`src/rtl/id_stage_pipe.sv`:
```
// Decode stage: register file, two-word immediate assembly, load-use stall and
// flush handling, registered ID/EX outputs. Optional macro: ID_WB_BYPASS_EN.
module id_stage_pipe #(
  parameter int          WIDTH     = 16,
  parameter int          REG_AW    = 3,
  parameter logic [1:0]  IMM_CLASS = 2'b11
) (
  input  logic              clk,
  input  logic              rst,
  input  logic              in_valid,
  input  logic [WIDTH-1:0]  in_instr,
  output logic              stall_o,
  input  logic              load_use,
  input  logic              flush,
  input  logic              wb_en,
  input  logic [REG_AW-1:0] wb_addr,
  input  logic [WIDTH-1:0]  wb_data,
  output logic              ex_valid,
  output logic [4:0]        ex_opcode,
  output logic [WIDTH-1:0]  ex_op1,
  output logic [WIDTH-1:0]  ex_op2,
  output logic [WIDTH-1:0]  ex_imm,
  output logic [REG_AW-1:0] ex_rs1,
  output logic [REG_AW-1:0] ex_rd,
  output logic              ex_two_word,
  output logic              dbg_state_o
);

  localparam int NREG = 1 << REG_AW;

  typedef enum logic {
    S_DEC = 1'b0,
    S_IMM = 1'b1
  } state_t;

  typedef struct packed {
    logic              valid;
    logic [4:0]        opcode;
    logic [WIDTH-1:0]  op1;
    logic [WIDTH-1:0]  op2;
    logic [WIDTH-1:0]  imm;
    logic [REG_AW-1:0] rs1;
    logic [REG_AW-1:0] rd;
    logic              two_word;
  } idex_t;

  typedef struct packed {
    logic [4:0]        opcode;
    logic [REG_AW-1:0] rs1;
    logic [REG_AW-1:0] rd;
    logic [WIDTH-1:0]  op1;
    logic [WIDTH-1:0]  op2;
  } hold_t;

  state_t            state_q, state_d;
  idex_t             idex_q, idex_d;
  hold_t             hold_q, hold_d;
  logic [WIDTH-1:0]  rf_q [NREG];
  logic [WIDTH-1:0]  rf_d [NREG];

  logic [4:0]        dec_opcode;
  logic [REG_AW-1:0] dec_rs1;
  logic [REG_AW-1:0] dec_rd;
  logic [WIDTH-1:0]  rd1_val;
  logic [WIDTH-1:0]  rd2_val;

  assign dec_opcode = in_instr[WIDTH-1 -: 5];
  assign dec_rs1    = in_instr[WIDTH-6 -: REG_AW];
  assign dec_rd     = in_instr[WIDTH-6-REG_AW -: REG_AW];

  always_comb begin
    rd1_val = rf_q[dec_rs1];
    rd2_val = rf_q[dec_rd];
`ifdef ID_WB_BYPASS_EN
    if (wb_en && (wb_addr == dec_rs1)) rd1_val = wb_data;
    if (wb_en && (wb_addr == dec_rd))  rd2_val = wb_data;
`endif
  end

  always_comb begin
    rf_d = rf_q;
    if (wb_en) rf_d[wb_addr] = wb_data;
  end

  // Handshake: fetch offers a word with in_valid; the word is consumed on the
  // next rising edge unless stall_o (load-use in S_DEC) or flush is high.
  assign stall_o = (state_q == S_DEC) && load_use && !flush;

  always_comb begin
    state_d = state_q;
    idex_d  = '0;
    hold_d  = hold_q;
    if (flush) begin
      state_d = S_DEC;
      hold_d  = '0;
    end else if (state_q == S_DEC) begin
      if (!load_use && in_valid) begin
        if (dec_opcode[4:3] == IMM_CLASS) begin
          hold_d.opcode = dec_opcode;
          hold_d.rs1    = dec_rs1;
          hold_d.rd     = dec_rd;
          hold_d.op1    = rd1_val;
          hold_d.op2    = rd2_val;
          state_d       = S_IMM;
        end else begin
          idex_d.valid  = 1'b1;
          idex_d.opcode = dec_opcode;
          idex_d.op1    = rd1_val;
          idex_d.op2    = rd2_val;
          idex_d.rs1    = dec_rs1;
          idex_d.rd     = dec_rd;
        end
      end
    end else if (in_valid) begin
      // Operands were captured with the first word, so load_use is moot here.
      idex_d.valid    = 1'b1;
      idex_d.opcode   = hold_q.opcode;
      idex_d.op1      = hold_q.op1;
      idex_d.op2      = hold_q.op2;
      idex_d.imm      = in_instr;
      idex_d.rs1      = hold_q.rs1;
      idex_d.rd       = hold_q.rd;
      idex_d.two_word = 1'b1;
      state_d         = S_DEC;
    end
  end

  always_ff @(posedge clk or negedge rst) begin
    if (!rst) begin
      state_q <= S_DEC;
      idex_q  <= '0;
      hold_q  <= '0;
      for (int i = 0; i < NREG; i++) rf_q[i] <= '0;
    end else begin
      state_q <= state_d;
      idex_q  <= idex_d;
      hold_q  <= hold_d;
      for (int i = 0; i < NREG; i++) rf_q[i] <= rf_d[i];
    end
  end

  assign ex_valid    = idex_q.valid;
  assign ex_opcode   = idex_q.opcode;
  assign ex_op1      = idex_q.op1;
  assign ex_op2      = idex_q.op2;
  assign ex_imm      = idex_q.imm;
  assign ex_rs1      = idex_q.rs1;
  assign ex_rd       = idex_q.rd;
  assign ex_two_word = idex_q.two_word;
  assign dbg_state_o = state_q;

endmodule

```
`config.mk`:
```
export PLATFORM = sky130hd
export DESIGN_NAME = id_stage_pipe
export DESIGN_NICKNAME = d
export VERILOG_FILES = /design/src/rtl/id_stage_pipe.sv
export SDC_FILE = /design/constraint.sdc
export NUM_CORES = 1
export LEC_CHECK = 0
export CORE_UTILIZATION = 52
export DETAILED_ROUTE_END_ITERATION = 10
export PLACE_DENSITY = 0.89
export SETUP_SLACK_MARGIN = 0.1
export SLEW_MARGIN = 20
export SYNTH_ARGS = -nofsm -noshare
export SYNTH_HDL_FRONTEND = slang
export SYNTH_SLANG_ARGS = --single-unit
```
`constraint.sdc`:
```
create_clock -name clk -period 1.8 [get_ports clk]
set_clock_uncertainty 0.2 [all_clocks]
set_input_delay 0.54 -clock clk [delete_from_list [all_inputs] [get_ports clk]]
set_output_delay 0.54 -clock clk [all_outputs]
set_load 0.1 [all_outputs]
```
### Yosys cells after proc, flatten, opt, wreduce, memory -nomap -nowiden

Cells that the tools add are included.

| storage, ports and cells | value |
|---|---|
| input bits | 41 |
| output and inout port bits | 63 |
| register bits after elaboration | 233 |

| cells by class | value |
|---|---|
| equality and inequality tests | 2 |
| bitwise gates (word level) | 4 |
| $lt $le $gt $ge | 4 |
| multiplexer cells | 28 |
| reduce and logical (&&, ||, !) cells | 9 |

Operators by type and width:

| cell | count |
|---|---|
| two-way mux 43 bit | 4 |
| bitwise mux 128 bit | 1 |
| two-way mux 61 bit | 2 |
| two-way mux 38 bit | 3 |
| binary-select mux 16 bit (select 3 bit) | 2 |
| two-way mux 16 bit | 6 |
| demux 16 bit (select 3 bit) | 1 |
| two-way mux 6 bit | 3 |
| >= comparator 4 bit, second input constant | 3 |
| inverter 3 -> 4 bit | 3 |
| two-way mux 1 bit | 6 |
| logical AND 1 bit | 4 |
| less-than comparator 4 x 1 -> 1 bit, second input constant | 1 |
| nonzero test 2 bit | 2 |
| AND reduction 3 bit | 1 |
| equality test 2 bit, second input constant | 1 |
| zero test 1 bit | 2 |
| inequality test 2 bit, second input constant | 1 |
| inverter 1 bit | 1 |

### Longest topological paths before layout

Gate-level depths: netlist of the first run.

| logic depth | value |
|---|---|
| word-level depth | 8 |
| gate-level depth with buffers | 5 |
| depth with buffers taken out | 3 |

### Worst setup path before layout of the first run

No wires, ideal clock.

| path | value |
|---|---|
| kind | flip-flop to output port |
| start point | reg state_q, in the netlist dbg_state_o |
| end point | out stall_o |
| setup slack | -2,069 ps |
| stages on the path, launching flop included | 2 |
| data required time | 1,060 ps |
| arrival | 3,129 ps |
| cell sequence | dfrtp_1 nor3b_1 |

| between the ends | value |
|---|---|
| word-level cells in the longest chain between the ends | 3 |

Ends and longest elaborated chain:

| what | RTL line | text |
|---|---|---|
| start: declaration | 55 | `state_t state_q, state_d;` |
| start signal: assignment | 135 | `state_q <= state_d;` |
| inverter 1 bit | -- |  |
| logical AND 1 bit (2 in a row) | 87 | `assign stall_o = (state_q == S_DEC) && load_use && !flush;` |
| end: declaration | 12 | `output logic stall_o,` |

Every way passes these cells.

### Worst setup path after layout of the first run

Ends and elaborated chain as after synthesis.

==> results of run 1 <==
metrics by stage:
step	setup TNS [ps]	cell area (um^2)	hold slack (ps)
final	-15100	14900	254
after global routing	-18600	14900	278
after CTS	-9280	14400	275
after detailed placement	-129100	13600	211
after global placement	-120830	13600	210
after floorplan	-21220	11000	44.4
critical path: stages, from the launching register on:
cell and delay, ps:
dfrtp_4 510, nor3b_4 300, buf_12 220
cell usage in the layout, fill, tap and decap left out, drive strengths merged, types with 2 or more instances in the layout:
cell | synthesis | layout
mux2i | 32 | 32
nand2 | 37 | 37
o21ai | 39 | 39
nor3 | 4 | 4
mux4 | 64 | 64
nor3b | 4 | 4
a21oi | 7 | 7
and2 | 17 | 17
a22o | 13 | 13
nand3 | 5 | 5
clkinv | 0 | 3
clkdlybuf4s50 | 0 | 29
dlygate4sd2 | 0 | 6
a2bb2o | 32 | 32
clkinvlp | 0 | 2
nand2b | 3 | 3
nand4b | 3 | 3
mux2 | 128 | 128
clkbuf | 22 | 40
dfrtp | 233 | 233
buf | 29 | 180
inv | 2 | 2
cells by family (layout without fill, tap and decap cells):
family / count (synthesis) / count (layout) / share of synthesized area (%)
other cells: 0 / 1 / 0
buf+inv: 53 / 265 / 3.16
simple gates: 78 / 78 / 4.07
mux: 224 / 224 / 31.2
flops: 233 / 233 / 55.0
compound gates: 93 / 93 / 6.53
power by group through the flow:
stage	combinational (mW)	sequential (mW)	clock [mW]
3_3_place_gp	3.12	6.51	0
5_1_grt	3.96	6.71	4.99
4_1_cts	3.38	6.55	4.69
3_5_place_dp	3.28	6.60	0
2_1_floorplan	1.89	6.63	0
6_report	3.83	6.70	4.82
worst paths after layout:
| path | start | end | slack (ps) | depth (start not counted) |
|---|---|---|---|---|
| min in group clk | hold_q[30] | ex_op1[14] | 300 | 2 |
| max in group asynchronous | rst | ex_imm[0] | 530 | 3 |
| setup / recovery | dbg_state_o | stall_o | -500 | 2 |
| hold / removal | rst | rf_q[99] | 250 | 2 |
| setup reg to reg | dbg_state_o | hold_q[40] | -280 | 5 |
| hold reg to reg | hold_q[30] | ex_op1[14] | 300 | 2 |
layer usage:
| layer | global-route usage (%) | part of all wire, % | vias to the layer above |
|---|---|---|---|
| met1 | 36.9 | 34 | 4047 |
| li1 | - | - | 2974 |
| met2 | 48.7 | 48 | 752 |
| met5 | 0 | 0 | - |
| met3 | 6.61 | 11 | 214 |
| met4 | 13.5 | 7.2 | 0 |
repair_timing:
action | in CTS | in global routing
hold endpoints to repair | 149 | 0
cloned | 2 | 8
gates resized for setup | 20 | 61
endpoints found under the setup margin | 293 | 148
buffers inserted | 1 | 17
pin swaps | 7 | 5
hold buffers | 1 | 0
state kept, by name (all words and copies together), names as in the netlist:
| signal | flops |
|---|---|
| ex_imm | 16 |
| ex_two_word | 1 |
| ex_opcode | 5 |
| ex_op2 | 16 |
| rf_q | 128 |
| ex_rd | 3 |
| hold_q | 43 |
| ex_rs1 | 3 |
| ex_valid | 1 |
| dbg_state_o | 1 |
| ex_op1 | 16 |
layout make-up:
type | instances | area [um^2] | share of cell area (%)
clock inverter | 6 | 60.1 | 0.403
antenna | 1 | 2.50 | 0.0168
tap | 265 | 332 | 2.22
inverter | 2 | 7.51 | 0.0504
sequential | 233 | 5840 | 39.1
clock buffer | 32 | 659 | 4.42
multi-input combinational | 395 | 4920 | 33.0
timing repair buffer | 225 | 3090 | 20.7
==> out/metrics.csv, run 1 <==
stage;metric;value;unit
outcome;status;finished with violations;
outcome;violations;negative setup slack;
grt;grt_start_max_net_pins;58;
grt;grt.overflow.total;0;
synthesis;ys_top_cells_by_count;dfrtp_1, mux2_2, o21ai_0;
finish;fin_util;75.6;%
finish;fin_cells;1159;
timing;setup_ws;-495;ps
synthesis;ys_types;36;
synthesis;synth_seq_area_share;55.0;%
timing;timing.final.hold_violations;0;
timing;fmax;436;MHz
synthesis;synth.most_common_cell;dfrtp_1;
synthesis;synthCells;681;
timing;tightest_slew;408;ps
finish;fillers;879;
timing;max_slew_margin;72.7;%
detailed_routing;vias_per_cell;6.89;
clocking;cts_sinks;233;
synthesis;synth_flop_cell;dfrtp_1;
clocking;cts-root-buf;clkbuf_16;
synthesis;netlist_area;0.0106;mm^2
clocking;htreeDepth;1;
synthesis;synth.top_cell.area_share;55.0;%
timing;grt_setup_unrepaired;yes;
detailed_routing;dr.pass1.iters;5;
floorplanning;core;0.0197;mm^2
synthesis;synth_top_area_cell;dfrtp_1;
detailed_routing;post_drt_wl_per_cell;31.6;um
synthesis;async_flop_share;100;%
synthesis;syn_nets;722;
worst_setup_path;cp_data_required_time;1060;ps
power_and_ir_drop;p_comb_share;24.9;%
power_and_ir_drop;p_int;10.8;mW
worst_setup_path;cp_max_fo;2;
floorplanning;die_w;145;um
power_and_ir_drop;cellPowerDensity;1030;mW/mm^2
power_and_ir_drop;p_switching;4.53;mW
place;place_inst;1091;
clocking;clk_latency;520;ps
timing;post-route-period-util;128;%
synthesis;synth_edf_count;0;
power_and_ir_drop;power_leakage;6.66;nW
power_and_ir_drop;swShare;29.5;%
place;gp_congestion;0.850;
synthesis;synth-seq-cells;233;
synthesis;synth.avg_cell_area;15.6;um^2
clocking;cts_tree;built;
place;pre_cts_ws;-775;ps
synthesis;ys_warn_count;0;
finish;final_layout_size_suffix_gt1_share;55.7;%
clocking;numCtsBuffers;23;
worst_setup_path;path_class;register to output pin;
grt;first_global_vias;7698;
power_and_ir_drop;seqPwrFrac;43.6;%
clocking;clk_pin_slew;70;ps
grt;grt_pass1_wl;45.2;mm
place;detailed_place_hpwl;17.6;mm
floorplanning;ios;104;
worst_setup_path;cp-end-kind;output pin;
grt;antenna_found_initial;1;
finish;area_growth;40.6;%
floorplanning;start_util;53.8;%
detailed_routing;vias;7987;
timing;final_max_slew_viol_count;0;
floorplanning;rows;51;
timing;post-route-min-period;2300;ps
worst_setup_path;startpoint_type;register;
worst_setup_path;arrival;1560;ps
grt;track_usage;29.4;%
clocking;cts.path.max_buffers;3;
detailed_routing;routed_wl;36.6;mm
finish;finalNetCount;921;
floorplanning;die-height;145;um
detailed_routing;drc;0;
power_and_ir_drop;peakVddDrop;0.000575;V
detailed_routing;drtIter0Drc;987;
worst_hold_path;hp-class;input port to asynchronous set/reset pin;
timing;final-setup-viol-count;147;
power_and_ir_drop;total_power;15.3;mW
floorplanning;die-area;0.0210;mm^2
flow_run;max-cap-violations;0;
power_and_ir_drop;clkPwrFrac;31.4;%
place;portBuffers;103;
detailed_routing;final_antenna_net_count;0;
synthesis;synth_area_leaders;dfrtp_1, mux2_2, mux4_2, mux4_1, mux2i_1;
Power figures use the tool's default switching activity.
==> run 2, diff against run 1 <==
--- a/config.mk
+++ b/config.mk
@@ -6,6 +6,7 @@
 export NUM_CORES = 1
 export LEC_CHECK = 0
 export CORE_UTILIZATION = 52
+export CTS_CLUSTER_DIAMETER = 50
 export DETAILED_ROUTE_END_ITERATION = 10
 export PLACE_DENSITY = 0.89
 export SETUP_SLACK_MARGIN = 0.1
==> run 2 against run 1 <==
Effect of this change:
- the run still ends with negative setup slack left
- hold slack gained 2.9 ps
- global-route usage grew 3.9 points
- critical path depth is the same
- via count grew 3.3%
- utilization grew 1.1 points
- routed wire length grew 11%
- register-to-register slack lost 180 ps
- power grew 1.9%
- non-clock buffer count grew 7
- clock power grew 3%
==> out/metrics.csv, run 2 (synthesis gave the netlist of run 1 again) <==
stage;metric;value;unit;change
outcome;status;finished with violations;;unchanged
outcome;violations;negative setup slack;;unchanged
detailed_routing;drc;0;;unchanged
clocking;cts-root-buf;clkbuf_16;;unchanged
worst_setup_path;cp-end-kind;output pin;;unchanged
detailed_routing;wl_met3;5.26;mm;was 4.12 mm
detailed_routing;vias;8252;;was 7,987
power_and_ir_drop;power_leakage;6.77;nW;was 6.66 nW
worst_setup_path;arrival;1560;ps;about the same
grt;grt_pass1_wl;50.2;mm;was 45.2 mm
place;gp_congestion;0.850;;unchanged
clocking;htreeDepth;1;;unchanged
detailed_routing;post_drt_wl_per_cell;34.7;um;was 31.6 um
timing;post-route-period-util;128;%;about the same
worst_setup_path;path_class;register to output pin;;unchanged
floorplanning;core;0.0197;mm^2;unchanged
worst_setup_path;startpoint_type;register;;unchanged
timing;timing.final.hold_violations;0;;unchanged
floorplanning;ios;104;;unchanged
detailed_routing;dr.pass1.iters;5;;unchanged
floorplanning;rows;51;;unchanged
finish;layout_commonest_cell;dfrtp_1;;unchanged
clocking;clk_latency;530;ps;was 520 ps
timing;final-setup-viol-count;147;;unchanged
clocking;cts_tree;built;;unchanged
finish;fillers;834;;was 879
worst_setup_path;path_cells;nor3b_4 -> buf_12;;unchanged
timing;final_max_slew_viol_count;0;;unchanged
place;detailed_place_hpwl;17.6;mm;unchanged
finish;layout_common_cells;dfrtp_1, buf_12, buf_4;;unchanged
grt;grt.overflow.total;0;;unchanged
clocking;numCtsBuffers;23;;unchanged
timing;grt_setup_unrepaired;yes;;unchanged
worst_setup_path;cp_data_required_time;1060;ps;about the same
detailed_routing;final_antenna_net_count;0;;unchanged
floorplanning;die-area;0.0210;mm^2;unchanged
floorplanning;die_w;145;um;unchanged
finish;finalNetCount;928;;was 921
finish;final_layout_size_suffix_gt1_share;56.7;%;was 55.7%
power_and_ir_drop;cellPowerDensity;1030;mW/mm^2;about the same
timing;max_slew_margin;70.7;%;was 72.7%
finish;largest_register_ff_count;128;;unchanged
power_and_ir_drop;peakVddDrop;0.000622;V;was 0.000575 V
flow_run;max-cap-violations;0;;unchanged
worst_setup_path;crit_slowest_cell;dfrtp_4;;unchanged
timing;fmax;435;MHz;was 436 MHz
detailed_routing;route.layer.met1.wl;13.4;mm;was 12.4 mm
worst_setup_path;cp_max_fo;2;;unchanged
timing;setup_ws;-500;ps;was -495 ps
floorplanning;start_util;53.8;%;unchanged
place;portBuffers;103;;unchanged
timing;tightest_slew;440;ps;was 408 ps
worst_setup_path;cp_top_family;flip-flops;;unchanged
worst_setup_path;path_buf_inv;1;;unchanged
finish;regArea;0.00584;mm^2;about the same
timing;setup_tns;-18680;ps;was -15,100 ps
clocking;cts.path.max_buffers;3;;unchanged
grt;first_global_vias;8154;;was 7,698
grt;track_usage;33.2;%;was 29.4%
timing;hold_slack;257;ps;was 254 ps
clocking;clk_pin_slew;60;ps;was 70 ps
floorplanning;die-height;145;um;unchanged
worst_hold_path;hp-class;input port to asynchronous set/reset pin;;unchanged
finish;area_growth;42.7;%;was 40.6%
finish;max_flop_register;rf_q;;unchanged
finish;top_regs;rf_q (128), hold_q (43);;unchanged
worst_setup_path;slowest_delay;500;ps;was 510 ps
detailed_routing;dr_wl_met2;18.4;mm;was 17.4 mm
finish;multiInputGateArea;0.00497;mm^2;was 0.00492 mm^2
detailed_routing;vias_per_cell;7.08;;was 6.89
detailed_routing;routed_wl;40.5;mm;was 36.6 mm
grt;antenna_found_initial;4;;was 1
detailed_routing;drtIter0Drc;1350;;was 987
timing;post-route-min-period;2300;ps;about the same
clocking;cts_sinks;233;;unchanged
grt;grt_start_max_net_pins;58;;unchanged
detailed_routing;top_layer_used;met5;;was met4
## run 2: stage by stage
step           total power [mW]  utilization, %  cell area, um^2  std cells  setup slack (ps)
6_report                   15.6            76.7            15100       1166              -500
2_1_floorplan              8.52               -            11000        681              -466
4_1_cts                    14.8            73.5            14500       1138              -490
3_5_place_dp               9.87            68.9            13600       1091              -775
5_1_grt                    15.9            76.7            15100       1165              -485
3_3_place_gp               9.62            68.9            13600       1091              -717
## run 2: timing repair
item	CTS	global route
buffers inserted	5	17
hold buffers	1	0
gates resized for setup	23	75
pin swaps	7	8
setup endpoints to repair	293	163
hold endpoints to repair	163	0
cloned	3	10
## run 2: worst paths after layout
| kind | slack [ps] | endpoint | from | cells after the start |
|---|---|---|---|---|
| worst max-delay path | -500 | stall_o | dbg_state_o | 2 |
| worst min-delay path | 260 | rf_q[35] | rst | 2 |
| max in group asynchronous | 540 | hold_q[10] | rst | 3 |
| worst max register to register | -460 | ex_opcode[2] | dbg_state_o | 5 |
| worst min register to register | 310 | ex_op2[6] | hold_q[6] | 2 |
| min in group clk | 310 | ex_op2[6] | hold_q[6] | 2 |
## run 2: where the power goes
| group | total [mW] | internal (mW) | leakage [nW] | switching, mW |
|---|---|---|---|---|
| Combinational | 3.93 | 2.18 | 3.42 | 1.75 |
| Clock | 4.97 | 2.83 | 0.368 | 2.14 |
| Sequential | 6.73 | 5.94 | 2.99 | 0.789 |
| Total | 15.6 | 10.9 | 6.77 | 4.68 |
## run 2: final cells by class
class                   instances  area share [%]
repair buffers                232            21.4
well taps                     265            2.19
clock inverters                 6           0.554
diodes                          1          0.0165
clock buffers                  32            4.36
inverters                       2          0.0496
multi-input cells             395            32.9
flip-flops and latches        233            38.6
## run 2: routing by layer
layer | vias up | GRT usage [%]
li1 | 2982 | -
met1 | 4153 | 40.2
met2 | 843 | 53.8
met3 | 270 | 8.62
met4 | 4 | 19.7
met5 | - | 0
## run 2: worst reg2reg max path: stages, from the launching register on
cell and delay, ps:
dfrtp_4 500, buf_4 200, or3b_4 420, nor3_4 220
buf_6 170, a22o_1 390
==> run 3, diff against run 2 <==
--- a/config.mk
+++ b/config.mk
@@ -5,10 +5,10 @@
 export SDC_FILE = /design/constraint.sdc
 export NUM_CORES = 1
 export LEC_CHECK = 0
-export CORE_UTILIZATION = 52
+export CORE_UTILIZATION = 57
 export CTS_CLUSTER_DIAMETER = 50
 export DETAILED_ROUTE_END_ITERATION = 10
-export PLACE_DENSITY = 0.89
+export PLACE_DENSITY = 0.92
 export SETUP_SLACK_MARGIN = 0.1
 export SLEW_MARGIN = 20
 export SYNTH_ARGS = -nofsm -noshare
==> constraint.sdc (replaced) <==
create_clock -name clk -period 2.55 [get_ports clk]
set_clock_uncertainty 0.2 [all_clocks]
set_input_delay 0.765 -clock clk [delete_from_list [all_inputs] [get_ports clk]]
set_output_delay 0.765 -clock clk [all_outputs]
set_load 0.1 [all_outputs]
==> run 3 against run 2 <==
Effect of this change:
- count of clock-buffer cells in the layout grew 1
- critical path depth grew 1
- highest routed layer is now met4
- global-route usage shrank 2.4 points
- the flow finishes with violations (design-rule violations, negative hold slack)
- critical endpoint unchanged
- utilization shrank 3.7 points
- clock power shrank 33%
- first-iteration DRC count shrank 41%
- setup slack gained 620 ps
- non-clock buffer count shrank 46
- register-to-register slack gained 900 ps
- die area shrank 8.7%
- hold slack lost 260 ps
==> out/metrics.csv, run 3 (synthesis gave the netlist of run 1 again) <==
stage;metric;value;unit;change
clocking;cts_tree;built;;unchanged
finish;top_regs;rf_q (128), hold_q (43);;unchanged
worst_setup_path;reg2reg_slack;440;ps;was -460 ps
finish;area_growth;24.5;%;was 42.7%
finish;multiInputGateArea;0.00445;mm^2;was 0.00497 mm^2
grt;antenna_found_initial;0;;was 4
worst_setup_path;cp-end-kind;output pin;;unchanged
power_and_ir_drop;cellPowerDensity;760;mW/mm^2;was 1030 mW/mm^2
finish;layout_common_cells;dfrtp_1, mux2_2, buf_4;;was dfrtp_1, buf_12, buf_4
timing;hold_slack;-2.89;ps;was 257 ps
detailed_routing;drtIter0Drc;797;;was 1,350
floorplanning;rows;49;;was 51
floorplanning;die_w;138;um;was 145 um
worst_setup_path;cp_data_required_time;1590;ps;was 1060 ps
timing;timing.final.hold_violations;15;;was 0
worst_setup_path;startpoint;flush;;was dbg_state_o
worst_setup_path;reg2reg_depth;6;;was 5
finish;fillers;936;;was 834
finish;final_layout_size_suffix_gt1_share;42.8;%;was 56.7%
detailed_routing;routed_wl;28.3;mm;was 40.5 mm
grt;first_global_vias;7826;;was 8,154
grt;track_usage;30.8;%;was 33.2%
worst_setup_path;arrival;1470;ps;was 1560 ps
timing;post-route-period-util;95.3;%;
timing;final-setup-viol-count;0;;was 147
clocking;cts_hold_buf;0;;was 1
clocking;clk_pin_slew;70;ps;was 60 ps
timing;max_slew_margin;66.4;%;was 70.7%
outcome;status;finished with violations;;unchanged
floorplanning;core;0.0181;mm^2;was 0.0197 mm^2
detailed_routing;final_antenna_net_count;0;;unchanged
clocking;clk_latency;510;ps;was 530 ps
floorplanning;start_util;58.6;%;was 53.8%
place;portBuffers;103;;unchanged
timing;grt_setup_unrepaired;no;;was yes
timing;fmax;412;MHz;
finish;antenna_cells;0;;was 1
clocking;numCtsBuffers;23;;unchanged
timing;final_max_slew_viol_count;0;;unchanged
grt;grt.overflow.total;0;;unchanged
flow_run;max-cap-violations;0;;unchanged
clocking;cts-root-buf;clkbuf_16;;unchanged
outcome;violations;design-rule violations, negative hold slack;;was negative setup slack
place;pre_cts_ws;-245;ps;was -775 ps
worst_setup_path;worstSetupEndpoint;stall_o;;unchanged
clocking;htreeDepth;1;;unchanged
power_and_ir_drop;peakVddDrop;0.000386;V;was 0.000622 V
finish;max_flop_register;rf_q;;unchanged
detailed_routing;vias;7234;;was 8,252
worst_setup_path;cp_max_fo;3;;was 2
finish;largest_register_ff_count;128;;unchanged
timing;post-route-min-period;2430;ps;
worst_setup_path;startpoint_type;input port;;was register
place;gp_congestion;0.835;;was 0.850
place;detailed_place_hpwl;16.9;mm;was 17.6 mm
finish;regArea;0.00583;mm^2;was 0.00584 mm^2
grt;grt_start_max_net_pins;64;;was 58
finish;layout_commonest_cell;dfrtp_1;;unchanged
detailed_routing;post_drt_wl_per_cell;26.0;um;was 34.7 um
clocking;cts.path.max_buffers;3;;unchanged
worst_hold_path;hp-class;input port to asynchronous set/reset pin;;unchanged
floorplanning;die-area;0.0191;mm^2;was 0.0210 mm^2
grt;grt_pass1_wl;45.1;mm;was 50.2 mm
timing;setup_tns;0;ps;was -18,680 ps
power_and_ir_drop;power_leakage;6.13;nW;was 6.77 nW
floorplanning;die-height;138;um;was 145 um
worst_setup_path;r2r-end;ex_op1[6];;was ex_opcode[2]
floorplanning;ios;104;;unchanged
worst_setup_path;path_class;input port to output pin;;was register to output pin
worst_setup_path;r2r-start;dbg_state_o;;unchanged
clocking;cts_sinks;233;;unchanged
timing;setup_ws;120;ps;was -500 ps
detailed_routing;drc;30;;was 0
detailed_routing;dr.pass1.iters;8;;was 5
detailed_routing;vias_per_cell;6.66;;was 7.08
timing;tightest_slew;504;ps;was 440 ps
finish;finalNetCount;882;;was 928
-- run 3: cell count changes in the layout (fill, tap and decap cells not counted), sizes merged, moves of 2 or more --
cell           before  now
clkdlybuf4s50      29   35
clkbuf             44   33
dlygate4sd2         2    0
clkinv              4    6
buf               184  149
-- run 3: final cells by class --
cell class / instances / share of cell area, %
Clock inverter: 8 / 0.521
Multi-Input combinational cell: 395 / 33.7
Inverter: 2 / 0.0569
Timing Repair Buffer: 186 / 14.2
Sequential cell: 233 / 44.2
Tap cell: 229 / 2.17
Clock buffer: 33 / 5.10
-- run 3: layer usage --
metal	vias to the layer above	track usage, %	routed length, um
met5	-	0	0
met4	0	14.5	1020
met3	96	6.30	2550
met2	507	52.0	14300
met1	3708	38.5	10400
li1	2923	-	-
-- run 3: critical path, cell delays in order --
cell,delay (ps)
clkdlybuf4s15_1,240
nor3b_4,250
buf_12,200
-- run 3: through the flow --
step | cells | hold slack [ps] | area, um^2 | util [%] | total power [mW]
floorplan | 681 | 243 | 10600 | - | 5.82
finish | 1086 | -2.89 | 13200 | 73.0 | 10.0
global route | 1086 | 18.2 | 13200 | 73.0 | 10.3
global placement | 1043 | 257 | 12400 | 68.8 | 6.42
detailed placement | 1043 | 265 | 12400 | 68.8 | 6.62
CTS | 1084 | 15.5 | 13200 | 72.9 | 10.0
-- run 3: what timing repair did --
item | CTS | global route
setup buffers | 0 | 2
cloned | 0 | 0
endpoints found under the setup margin | 1 | 1
pin swaps | 1 | 0
gates resized for setup | 3 | 1
hold endpoints to repair | 0 | 0
-- run 3: worst min-delay path by stage --
stage                     startpoint          to  slack (ps)  cells past startpoint
after floorplan           hold_q[16]   ex_op1[0]         240                      2
after global placement    hold_q[12]  ex_op2[12]         260                      2
after detailed placement  hold_q[10]  ex_op2[10]         270                      2
after CTS                        rst  hold_q[16]          20                      1
after global routing             rst  hold_q[16]          20                      1
final                            rst  hold_q[16]          -3                      1
-- run 3: power breakdown --
part / internal (mW) / switching [mW] / total, mW / leakage [nW]
logic: 1.17 / 0.914 / 2.08 / 2.77
clock network: 1.93 / 1.40 / 3.34 / 0.373
registers: 4.20 / 0.422 / 4.62 / 2.99
